--- config.mk ---
export PLATFORM = sky130hd
export DESIGN_NAME = bpu_btb_ras_flat
export DESIGN_NICKNAME = d
export VERILOG_FILES = /design/src/rtl/bpu_btb_ras_if.sv /design/src/rtl/bpu_btb_ras.sv /design/src/flat_wrapper.sv
export SDC_FILE = /design/constraint.sdc
export NUM_CORES = 2
export LEC_CHECK = 0
export BUFFER_PORTS_ARGS = -buffer_cell sky130_fd_sc_hd__buf_2
export CORE_AREA = 2 2 578 580
export DETAILED_ROUTE_END_ITERATION = 12
export DIE_AREA = 0 0 580 582
export HOLD_SLACK_MARGIN = 0.05
export SLEW_MARGIN = 25
export SYNTH_ARGS = -nofsm -noshare
export SYNTH_HDL_FRONTEND = slang
export SYNTH_SLANG_ARGS = --single-unit
--- constraint.sdc ---
create_clock -name clk -period 5.8 [get_ports clk]
set_input_delay 0.87 -clock clk [delete_from_list [all_inputs] [get_ports clk]]
set_output_delay 0.87 -clock clk [all_outputs]
set_load 0.005 [all_outputs]
--- src/rtl/bpu_btb_ras_if.sv ---
// Fetch-side predictor bus: lookup request/response and ID2 training.
// master = fetch/decode side, slave = predictor.
interface bpu_btb_ras_if;
    // lookup
    logic [31:0] pc;
    logic        pred_taken;
    logic [31:0] pred_target;
    logic        pred_is_ret;
    // training
    logic        upd_valid;
    logic [31:0] upd_pc;
    logic [1:0]  upd_kind;
    logic        upd_taken;
    logic [31:0] upd_target;
    logic        upd_is_call;
    logic        upd_mispredict;

    modport master (
        output pc,
        output upd_valid, upd_pc, upd_kind, upd_taken,
        output upd_target, upd_is_call, upd_mispredict,
        input  pred_taken, pred_target, pred_is_ret
    );

    modport slave (
        input  pc,
        input  upd_valid, upd_pc, upd_kind, upd_taken,
        input  upd_target, upd_is_call, upd_mispredict,
        output pred_taken, pred_target, pred_is_ret
    );
endinterface

--- src/rtl/bpu_btb_ras.sv ---
// Tagged direct-mapped BTB with saturating direction counters, plus a
// non-speculative return address stack and lookup/mispredict counters.
// Ports: clk, rst_n (async, active-low), stall, bus (slave: pc lookup,
// pred_* response, upd_* training), ras_top, ras_count, stat_lookups,
// stat_mispred.
module bpu_btb_ras #(
    parameter int BTB_ENTRIES = 64,
    parameter int TAG_BITS    = 8,
    parameter int CNT_BITS    = 2,
    parameter int RAS_DEPTH   = 8
) (
    input  logic                         clk,
    input  logic                         rst_n,
    input  logic                         stall,
    bpu_btb_ras_if.slave                 bus,
    output logic [31:0]                  ras_top,
    output logic [$clog2(RAS_DEPTH):0]   ras_count,
    output logic [31:0]                  stat_lookups,
    output logic [31:0]                  stat_mispred
);

    localparam int IDX = $clog2(BTB_ENTRIES);
    localparam int RP  = $clog2(RAS_DEPTH);

    localparam logic [CNT_BITS-1:0] CNT_MAX  = '1;
    localparam logic [CNT_BITS-1:0] CNT_WEAK =
        CNT_BITS'(1 << (CNT_BITS - 1));
    localparam logic [RP:0]   RAS_FULL = (RP + 1)'(RAS_DEPTH);
    localparam logic [RP-1:0] ONE_P    = RP'(1);

    localparam logic [1:0] K_COND = 2'd0;
    localparam logic [1:0] K_RET  = 2'd3;

    // ---------------- storage ----------------
    logic [BTB_ENTRIES-1:0] valid_q;
    logic [TAG_BITS-1:0]    tag_q [BTB_ENTRIES];
    logic [1:0]             kind_q[BTB_ENTRIES];
    logic [CNT_BITS-1:0]    cnt_q [BTB_ENTRIES];
    logic [31:0]            tgt_q [BTB_ENTRIES];

    // sp_q points at the next free slot; the top lives at sp_q-1.
    logic [31:0] ras_q [RAS_DEPTH];
    logic [RP-1:0] sp_q;
    logic [RP:0]   ras_cnt_q;

    logic [31:0] look_q;
    logic [31:0] mis_q;

    // ---------------- lookup ----------------
    logic [IDX-1:0]      l_idx;
    logic [TAG_BITS-1:0] l_tag;
    logic                l_hit;
    logic                l_taken;
    logic                l_ret;
    logic [RP-1:0]       top_ptr;
    logic                ras_nonempty;

    assign l_idx = bus.pc[IDX+1:2];
    assign l_tag = bus.pc[IDX+TAG_BITS+1:IDX+2];

    assign top_ptr      = sp_q - ONE_P;
    assign ras_nonempty = (ras_cnt_q != '0);

    assign l_hit   = valid_q[l_idx] && (tag_q[l_idx] == l_tag);
    assign l_taken = l_hit &&
                     ((kind_q[l_idx] != K_COND) ||
                      cnt_q[l_idx][CNT_BITS-1]);
    // A return with an empty stack falls back to the stored target.
    assign l_ret   = l_taken && (kind_q[l_idx] == K_RET) &&
                     ras_nonempty;

    assign ras_top   = ras_nonempty ? ras_q[top_ptr] : '0;
    assign ras_count = ras_cnt_q;

    assign bus.pred_taken  = l_taken;
    assign bus.pred_is_ret = l_ret;
    assign bus.pred_target = !l_taken ? 32'd0 :
                             l_ret    ? ras_top :
                                        tgt_q[l_idx];

    assign stat_lookups = look_q;
    assign stat_mispred = mis_q;

    // ---------------- training ----------------
    logic                upd_en;
    logic [IDX-1:0]      u_idx;
    logic [TAG_BITS-1:0] u_tag;
    logic                u_hit;
    logic                u_same;
    logic [CNT_BITS-1:0] u_cnt;
    logic                btb_we;
    logic [CNT_BITS-1:0] w_cnt;
    logic [31:0]         w_tgt;

    assign upd_en = bus.upd_valid && !stall;
    assign u_idx  = bus.upd_pc[IDX+1:2];
    assign u_tag  = bus.upd_pc[IDX+TAG_BITS+1:IDX+2];
    assign u_hit  = valid_q[u_idx] && (tag_q[u_idx] == u_tag);
    assign u_same = (kind_q[u_idx] == bus.upd_kind);
    assign u_cnt  = cnt_q[u_idx];

    always_comb begin
        btb_we = 1'b0;
        w_cnt  = u_cnt;
        w_tgt  = tgt_q[u_idx];
        unique case (1'b1)
            u_hit && u_same && (bus.upd_kind == K_COND): begin
                btb_we = 1'b1;
                if (bus.upd_taken) begin
                    w_cnt = (u_cnt == CNT_MAX) ? u_cnt
                                               : u_cnt + 1'b1;
                    w_tgt = bus.upd_target;
                end else begin
                    w_cnt = (u_cnt == '0) ? u_cnt
                                          : u_cnt - 1'b1;
                end
            end
            u_hit && u_same && (bus.upd_kind != K_COND): begin
                btb_we = 1'b1;
                w_tgt  = bus.upd_target;
            end
            // kind change on a hit, or a taken miss: fresh entry
            (u_hit && !u_same) || (!u_hit && bus.upd_taken): begin
                btb_we = 1'b1;
                w_cnt  = CNT_WEAK;
                w_tgt  = bus.upd_target;
            end
            default: ;
        endcase
    end

    always_ff @(posedge clk or negedge rst_n) begin
        if (!rst_n) begin
            valid_q <= '0;
            for (int i = 0; i < BTB_ENTRIES; i++) begin
                cnt_q[i] <= '0;
            end
        end else if (upd_en && btb_we) begin
            valid_q[u_idx] <= 1'b1;
            cnt_q[u_idx]   <= w_cnt;
        end
    end

    // Tag/kind/target are only meaningful under a set valid bit,
    // so they carry no reset.
    always_ff @(posedge clk) begin
        if (upd_en && btb_we) begin
            tag_q[u_idx]  <= u_tag;
            kind_q[u_idx] <= bus.upd_kind;
            tgt_q[u_idx]  <= w_tgt;
        end
    end

    // ---------------- return stack ----------------
    logic        ras_pop;
    logic        ras_push;
    logic [31:0] ret_addr;

    assign ras_pop  = upd_en && (bus.upd_kind == K_RET) &&
                      ras_nonempty;
    assign ras_push = upd_en && bus.upd_is_call;
    // return lands after the delay slot
    assign ret_addr = bus.upd_pc + 32'd8;

    always_ff @(posedge clk or negedge rst_n) begin
        if (!rst_n) begin
            sp_q      <= '0;
            ras_cnt_q <= '0;
        end else begin
            case ({ras_pop, ras_push})
                2'b01: begin
                    // full stack wraps over its oldest slot
                    sp_q <= sp_q + ONE_P;
                    if (ras_cnt_q != RAS_FULL) begin
                        ras_cnt_q <= ras_cnt_q + 1'b1;
                    end
                end
                2'b10: begin
                    sp_q      <= top_ptr;
                    ras_cnt_q <= ras_cnt_q - 1'b1;
                end
                default: ;
            endcase
        end
    end

    always_ff @(posedge clk) begin
        if (ras_push) begin
            // pop+push replaces the top in place
            if (ras_pop) begin
                ras_q[top_ptr] <= ret_addr;
            end else begin
                ras_q[sp_q] <= ret_addr;
            end
        end
    end

    // ---------------- statistics ----------------
    always_ff @(posedge clk or negedge rst_n) begin
        if (!rst_n) begin
            look_q <= '0;
            mis_q  <= '0;
        end else if (!stall) begin
            look_q <= look_q + 32'd1;
            if (bus.upd_valid && bus.upd_mispredict) begin
                mis_q <= mis_q + 32'd1;
            end
        end
    end

    // pc/upd_pc bits outside idx/tag do not take part in prediction
    logic unused_bits;
    assign unused_bits = &{1'b0, bus.pc, bus.upd_pc};

endmodule

--- src/flat_wrapper.sv ---
// flat-port wrapper written by rule: the top's interface ports become plain ports
module bpu_btb_ras_flat 
#(
    parameter int BTB_ENTRIES = 64,
    parameter int TAG_BITS    = 8,
    parameter int CNT_BITS    = 2,
    parameter int RAS_DEPTH   = 8
)
  (clk, rst_n, stall, ras_top, ras_count, stat_lookups, stat_mispred, bus_pc, bus_upd_valid, bus_upd_pc, bus_upd_kind, bus_upd_taken, bus_upd_target, bus_upd_is_call, bus_upd_mispredict, bus_pred_taken, bus_pred_target, bus_pred_is_ret);
  bpu_btb_ras_if bus_i ();
  input  logic clk;
  input  logic rst_n;
  input  logic stall;
  output logic [31:0] ras_top;
  output logic [$clog2(RAS_DEPTH):0] ras_count;
  output logic [31:0] stat_lookups;
  output logic [31:0] stat_mispred;
  input wire logic [$bits(bus_i.pc)-1:0] bus_pc;
  input wire logic [$bits(bus_i.upd_valid)-1:0] bus_upd_valid;
  input wire logic [$bits(bus_i.upd_pc)-1:0] bus_upd_pc;
  input wire logic [$bits(bus_i.upd_kind)-1:0] bus_upd_kind;
  input wire logic [$bits(bus_i.upd_taken)-1:0] bus_upd_taken;
  input wire logic [$bits(bus_i.upd_target)-1:0] bus_upd_target;
  input wire logic [$bits(bus_i.upd_is_call)-1:0] bus_upd_is_call;
  input wire logic [$bits(bus_i.upd_mispredict)-1:0] bus_upd_mispredict;
  output wire logic [$bits(bus_i.pred_taken)-1:0] bus_pred_taken;
  output wire logic [$bits(bus_i.pred_target)-1:0] bus_pred_target;
  output wire logic [$bits(bus_i.pred_is_ret)-1:0] bus_pred_is_ret;
  assign bus_i.pc = bus_pc;
  assign bus_i.upd_valid = bus_upd_valid;
  assign bus_i.upd_pc = bus_upd_pc;
  assign bus_i.upd_kind = bus_upd_kind;
  assign bus_i.upd_taken = bus_upd_taken;
  assign bus_i.upd_target = bus_upd_target;
  assign bus_i.upd_is_call = bus_upd_is_call;
  assign bus_i.upd_mispredict = bus_upd_mispredict;
  assign bus_pred_taken = bus_i.pred_taken;
  assign bus_pred_target = bus_i.pred_target;
  assign bus_pred_is_ret = bus_i.pred_is_ret;
  bpu_btb_ras #(.BTB_ENTRIES(BTB_ENTRIES), .TAG_BITS(TAG_BITS), .CNT_BITS(CNT_BITS), .RAS_DEPTH(RAS_DEPTH)) u_core (.clk(clk), .rst_n(rst_n), .stall(stall), .bus(bus_i), .ras_top(ras_top), .ras_count(ras_count), .stat_lookups(stat_lookups), .stat_mispred(stat_mispred));
endmodule
---- Word-level counts from Yosys, hierarchy flattened ----
Memories as Yosys holds them, arrays and structs flattened.
Cells that the tools add are included.
Widths: inputs -> output; s select.
storage, ports and cells
  output and inout port bits .............. 134
  RAM bits ................................ 2944
  input port bits ......................... 105
  word-level logic and storage cells ...... 178
  ROM bits ................................ 0
  register bits after elaboration ......... 263
  bits in latches ......................... 0
  memories kept ........................... 4
memory list
  name           words  width  read ports  clocked after Yosys merged registers in  wr ports  line               RTL
  u_core.tgt_q   64     32     1           0                                        1         bpu_btb_ras.sv:39  logic [31:0] tgt_q [BTB_ENTRIES];
  u_core.tag_q   64     8      2           0                                        1         bpu_btb_ras.sv:36  logic [TAG_BITS-1:0] tag_q [BTB_ENTRIES];
  u_core.ras_q   8      32     1           0                                        1         bpu_btb_ras.sv:42  logic [31:0] ras_q [RAS_DEPTH];
  u_core.kind_q  64     2      2           0                                        1         bpu_btb_ras.sv:37  logic [1:0] kind_q[BTB_ENTRIES];
cells by class
  magnitude comparators ................... 6
  reductions and logical operators ........ 35
  bitwise operators ....................... 4
  shifts and indexed selects .............. 0
  $add $sub $neg .......................... 9
  multiplexer cells ....................... 39
  div/mod/pow operators ................... 0
  multiply operators ...................... 0
  equality and inequality tests ........... 12
operator list
  kind                   count
  $mux 32                5
  $bwmux 128             1
  $add 32x1->32 const B  2
  $or 64x64->64          1
  $pmux 32 s2            1
  $add 32x4->32 const B  1
  $reduce_or 32->1       1
  $bmux 2 s6             2
  $logic_and 1x1->1      18
  $eq 8x8->1             2
  $mux 2                 8
  $ge 7x7->1 const B     2
  $lt 6x7->1 const B     2
  $not 6->7              2
  $mux 1                 13
  $bmux 1 s6             2
  $demux 2 s6            1
  $eq 2x2->1 const B     4
  $pmux 4 s2             1
  $lt 7x1->1 const B     1
  $demux 1 s6            1
  $ge 6x1->1 const B     1
  $pmux 3 s2             1
  $reduce_bool 2->1      3
  other kinds (23)       29

---- Depth between registers and ports, before layout ----
  word-level depth ........................ 12
  depth in mapped cells ................... 18

---- Worst setup path after synthesis ----
OpenSTA, ideal clock, no wires.
  path type ............................... input to register
  start point ............................. input port bus_upd_pc[3]
  end point ............................... memory u_core.tgt_q[0][0], enable pin
  stages on the path ...................... 14
  arrival ................................. 5.995 ns
  library setup time ...................... 0.461 ns
  slack ................................... -0.656 ns
  path through ............................ buf_2 -> buf_1 -> buf_2 -> mux4_2 -> o2bb2a_1 -> nor4_1 -> xor2_1 -> and4_1 -> a21oi_1 -> buf_2 -> a31o_2 -> buf_2 -> buf_1 -> nor3_1
between the ends
  longest elaborated chain between the ends .. 12
  elaborated cells between the ends (all ways) .. 24
RTL lines
  element                                            line                RTL
  from (decl)                                        flat_wrapper.sv:20  input wire logic [$bits(bus_i.upd_pc)-1:0] bus_upd_pc;
  $mem_v2 64x8 / $bmux 1 s6 (equally long branches)  -
  $eq 8x8->1 / $mux 1 (equally long branches)        bpu_btb_ras.sv:98   assign u_hit = valid_q[u_idx] && (tag_q[u_idx] == u_tag);
  $logic_and 1x1->1                                  bpu_btb_ras.sv:98
  $logic_not 1->1                                    bpu_btb_ras.sv:123  (u_hit && !u_same) || (!u_hit && bus.upd_taken): begin
  $logic_and 1x1->1                                  bpu_btb_ras.sv:123
  $logic_or 1x1->1                                   bpu_btb_ras.sv:123
  $reduce_or 3->1 (no source line)                   -
  $mux 1                                             bpu_btb_ras.sv:106  unique case (1'b1)
  $logic_and 1x1->1                                  bpu_btb_ras.sv:147  if (upd_en && btb_we) begin
  $mux 1                                             bpu_btb_ras.sv:147
  $mux 1 (not written as such)                       bpu_btb_ras.sv:150  tgt_q[u_idx] <= w_tgt;
  $reduce_and 3->1 (no source line)                  -
  to (decl)                                          bpu_btb_ras.sv:39
Parallel ways exist; a longest one is shown, timed or not. The select of a mux whose other input is x is not followed.

---- Worst setup path after layout ----
  start point ............................. input port bus_pc[2]
  end point ............................... output port bus_pred_target[19]
between the ends
  longest elaborated chain between the ends .. 10
  elaborated cells between the ends (all ways) .. 19
RTL lines
  element                                                               line                RTL
  from (decl)                                                           flat_wrapper.sv:18  input wire logic [$bits(bus_i.pc)-1:0] bus_pc;
  parallel branches: the longest is 9 deep, another holds $mem_v2 64x8  -
  $mux 32 *                                                             bpu_btb_ras.sv:77   assign bus.pred_target = !l_taken ? 32'd0 :
  to (decl)                                                             flat_wrapper.sv:27  output wire logic [$bits(bus_i.pred_target)-1:0] bus_pred_target;
Every way passes the cells marked *. The select of a mux whose other input is x is not followed.

==> impl_results.md <==
- Final period utilization: 98.4%
- Clock Power Share: 39.7%
- Post-synth EDFFs: 2944
- NetSw: 13100 µW
- Mux contribution to synthesized area: 22.0%
- Max clock buf depth: 4
- Fin crit period: 5700 ps
- Hold crit path type: input pin to register
- Ys async rst share: 8.20%
- Top cell type's share of synthesized area: 66.9%
- Clock-pin slew on the worst setup and hold paths: 60 ps
- Latest clock arrival within the worst-skew pair: 940 ps
- Initial DRC Count: 8181
- Post-Synth Adder-Cell Area: 0.136%
- DP Cell Count: 10804
- Post-place instance area: 0.144 mm²
- Root Buffer: clkbuf_16
- Overall Global Routing Usage: 21.9%
- CP most frequent cell: mux4_2
- Post-synthesis compound-gate area fraction: 1.10%
- Clock Skews: 114 ps
- Num ports: 239
- CTS Sinks: 3207
- Core ar.: 0.332 mm²
- Post-Syn Area: 0.132 mm²
- Commonest non-fill, non-tap cell in the layout: edfxtp_1
- GPL Wtd Cong: 0.885
- VDD IR max: 0.234 mV
- Seq cells post-synth: 3207
- YS warnings: 0
- Worst EP required: 4930 ps
- Sw Share: 24.8%
- Type of the worst setup path: input pin to output pin
- Number of I/O port buffers: 220
- Slowest CP cell: or4_2
- Primary FF master, synth: edfxtp_1
- Main combinational cell family by area after synthesis: multiplexers
- Comb power frac: 11.7%
- Antenna violations before repair: 46
- Crit-path cells: buf_12 -> buf_16 -> mux4_2 -> mux4_2 -> mux4_2 -> xnor2_1 -> nand4_1 -> buf_4 -> or4_2 -> buf_12 -> nor2_1 -> buf_2
- Die X: 580 µm
- Routed Antenna Nets: 0
- Slew Limit Fails: 0
- CTS tree: built
- DRC: 0
- CTS buffer count: 340
- Arr. time, crit path: 4830 ps
- Die H: 582 µm
- Critical path buffers and inverters: 5
- Fill cell count: 27174
- LEAKAGE: 0.0513 µW
- Initial Util: 39.8%
- Internal power: 39800 µW
- Routed vias/inst: 5.96
- First-pass GRT wire length: 530 mm
- Finished Layout Cells: 11434
- Die area: 0.338 mm²
- Fmax achieved: 175 MHz
- Max Cap Violations: 0
- Register area share after synthesis: 71.9%
- Worst-Margin Slew: 1200 ps
- Layout Cell Area excl Fill: 0.155 mm²
- H-tree depth reported by CTS: 5
- TritonRoute pass-1 iters: 5
- Most frequent cells in the layout: edfxtp_1, mux4_2, buf_4
- Post-synthesis simple-gate area fraction: 2.78%
- Synth area leaders: edfxtp_1, mux4_2, dfrtp_1
- DP Wirelength: 239 mm
- Final setup viols: 0
- NumNets Final: 6881
- GR Overflow Total: 0
- RSZ-0062 raised after global routing: false
- Yosys top cell by area: edfxtp_1
- Pin count of the biggest net entering global routing: 135
- Status: complete, no violations
- Largest delay share family, worst path: multiplexers
- Crit path max fanout: 34
- Area growth syn-to-layout: 17.4%
- Gate Count Post-Synth: 6042
- Final WL: 376 mm
- Max stage delay on crit path: 720 ps
- Row cnt: 212
- Total power: 53000 µW
- Max-slew headroom: 20.0%
- Critical Path Sink Type: output pin
- Vias: 68121
- Yosys cell types: 78
- CP Launch Type: input pin
- Fin Hold WS: 227 ps
- Post-CTS Setup Bufs: 0
- Vias in the first global route: 69254
- Syn avg cell area: 21.9 µm²
- Pwr per Cell Area: 341 mW/mm²
- Endpoints failing hold: 0
- Syn_nets: 6160
- Layout cell share with drive strength beyond 1: 39.0%
- Wire length per cell: 32.9 µm
- Register share of total power: 48.6%
- Area share of xor/xnor cells in the synthesized design: 0.762%
==> cell usage after synthesis, drive strengths merged (4+ instances only) <==
cell,instances
o22a,4
or2,67
nor3b,5
a22o,4
dfrtp,263
mux4,1146
o22ai,24
xor2,36
and3,24
nand3,74
nand4,26
a211oi,5
a21oi,54
o21bai,4
o21ai,32
nor2b,10
buf,168
ha,12
o31a,10
a41o,8
xnor2,79
nand2,161
and2,4
nand3b,6
nor3,135
nor2,112
mux2,134
a31oi,4
a221oi,8
and4,8
edfxtp,2944
nor4,6
clkbuf,220
mux2i,152
inv,14
a22oi,30
==> path summary, 6_finish.rpt <==
kind,startpoint,cells after the start,slack (ps),to
setup / recovery,bus_pc[2],12,100,bus_pred_target[19]
min in group asynchronous,rst_n,2,700,u_core.valid_q[46]
hold reg to reg,u_core.stat_mispred[31],1,480,u_core.stat_mispred[31]
hold / removal,bus_upd_pc[0],1,230,u_core.ras_q[7][0]
max in group asynchronous,rst_n,3,3700,u_core.sp_q[0]
setup reg to reg,u_core.tag_q[45][6],12,1460,u_core.tgt_q[32][13]
==> stage by stage <==
stage          setup slack, ps  setup TNS, ps  utilization (%)
2_1_floorplan             -656       -1317470                -
3_3_place_gp               134              0             43.4
3_5_place_dp               107              0             43.5
4_1_cts                    102              0             46.7
5_1_grt                   15.7              0             46.8
6_report                  95.6              0             46.8
==> kinds of logic (layout without fill, tap and decap cells) <==
kind of cell             Yosys count  after routing
adder cells (fa/ha/maj)           14             14
AND/OR/NAND/NOR                  657            657
flip-flops                      3207           3207
multiplexers                    1432           1432
AO/OA/AOI/OAI                    215            215
XOR/XNOR                         115            115
buffers and inverters            402           1399
other                              0              8
==> state kept, by name (all words and copies together), names as in the netlist <==
name / count
u_core.valid_q: 64
u_core.sp_q: 3
u_core.ras_q: 256
u_core.stat_mispred: 32
u_core.tag_q: 512
u_core.cnt_q: 128
u_core.ras_count: 4
u_core.stat_lookups: 32
u_core.tgt_q: 2048
u_core.kind_q: 128
==> final cells by class <==
type                       instances  area [µm²]  share of cell area [%]
multi-input combinational       2433       35900                    23.1
timing repair buffer             767        8020                    5.17
sequential                      3207       95000                    61.2
inverter                          14        52.6                  0.0339
antenna                            8        20.0                  0.0129
tap                             4387        5490                    3.54
clock inverter                   195        1720                    1.11
clock buffer                     423        9010                    5.81
==> what timing repair did <==
item	4_1_cts	5_1_grt
hold endpoints to repair	61	0
endpoints found under the setup margin	0	4
hold buffers	1	0
gates resized for setup	0	8
==> power by group through the flow <==
| stage | Combinational (µW) | Sequential (µW) | Clock, µW |
|---|---|---|---|
| after CTS | 6240 | 25700 | 21400 |
| after floorplan | 3270 | 26100 | 0 |
| after global routing | 6480 | 25800 | 22200 |
| after global placement | 6150 | 26200 | 0 |
| after detailed placement | 6220 | 26200 | 0 |
| final | 6190 | 25700 | 21000 |
==> routing by layer <==
metal	GRT usage (%)	vias up	part of all wire, %
met3	3.96	621	7.8
met4	6.83	20	3.3
met1	30.1	37253	40
met2	35.7	3110	49
li1	-	27117	-
met5	0	-	0.033
(Power assumes the default switching activity.)
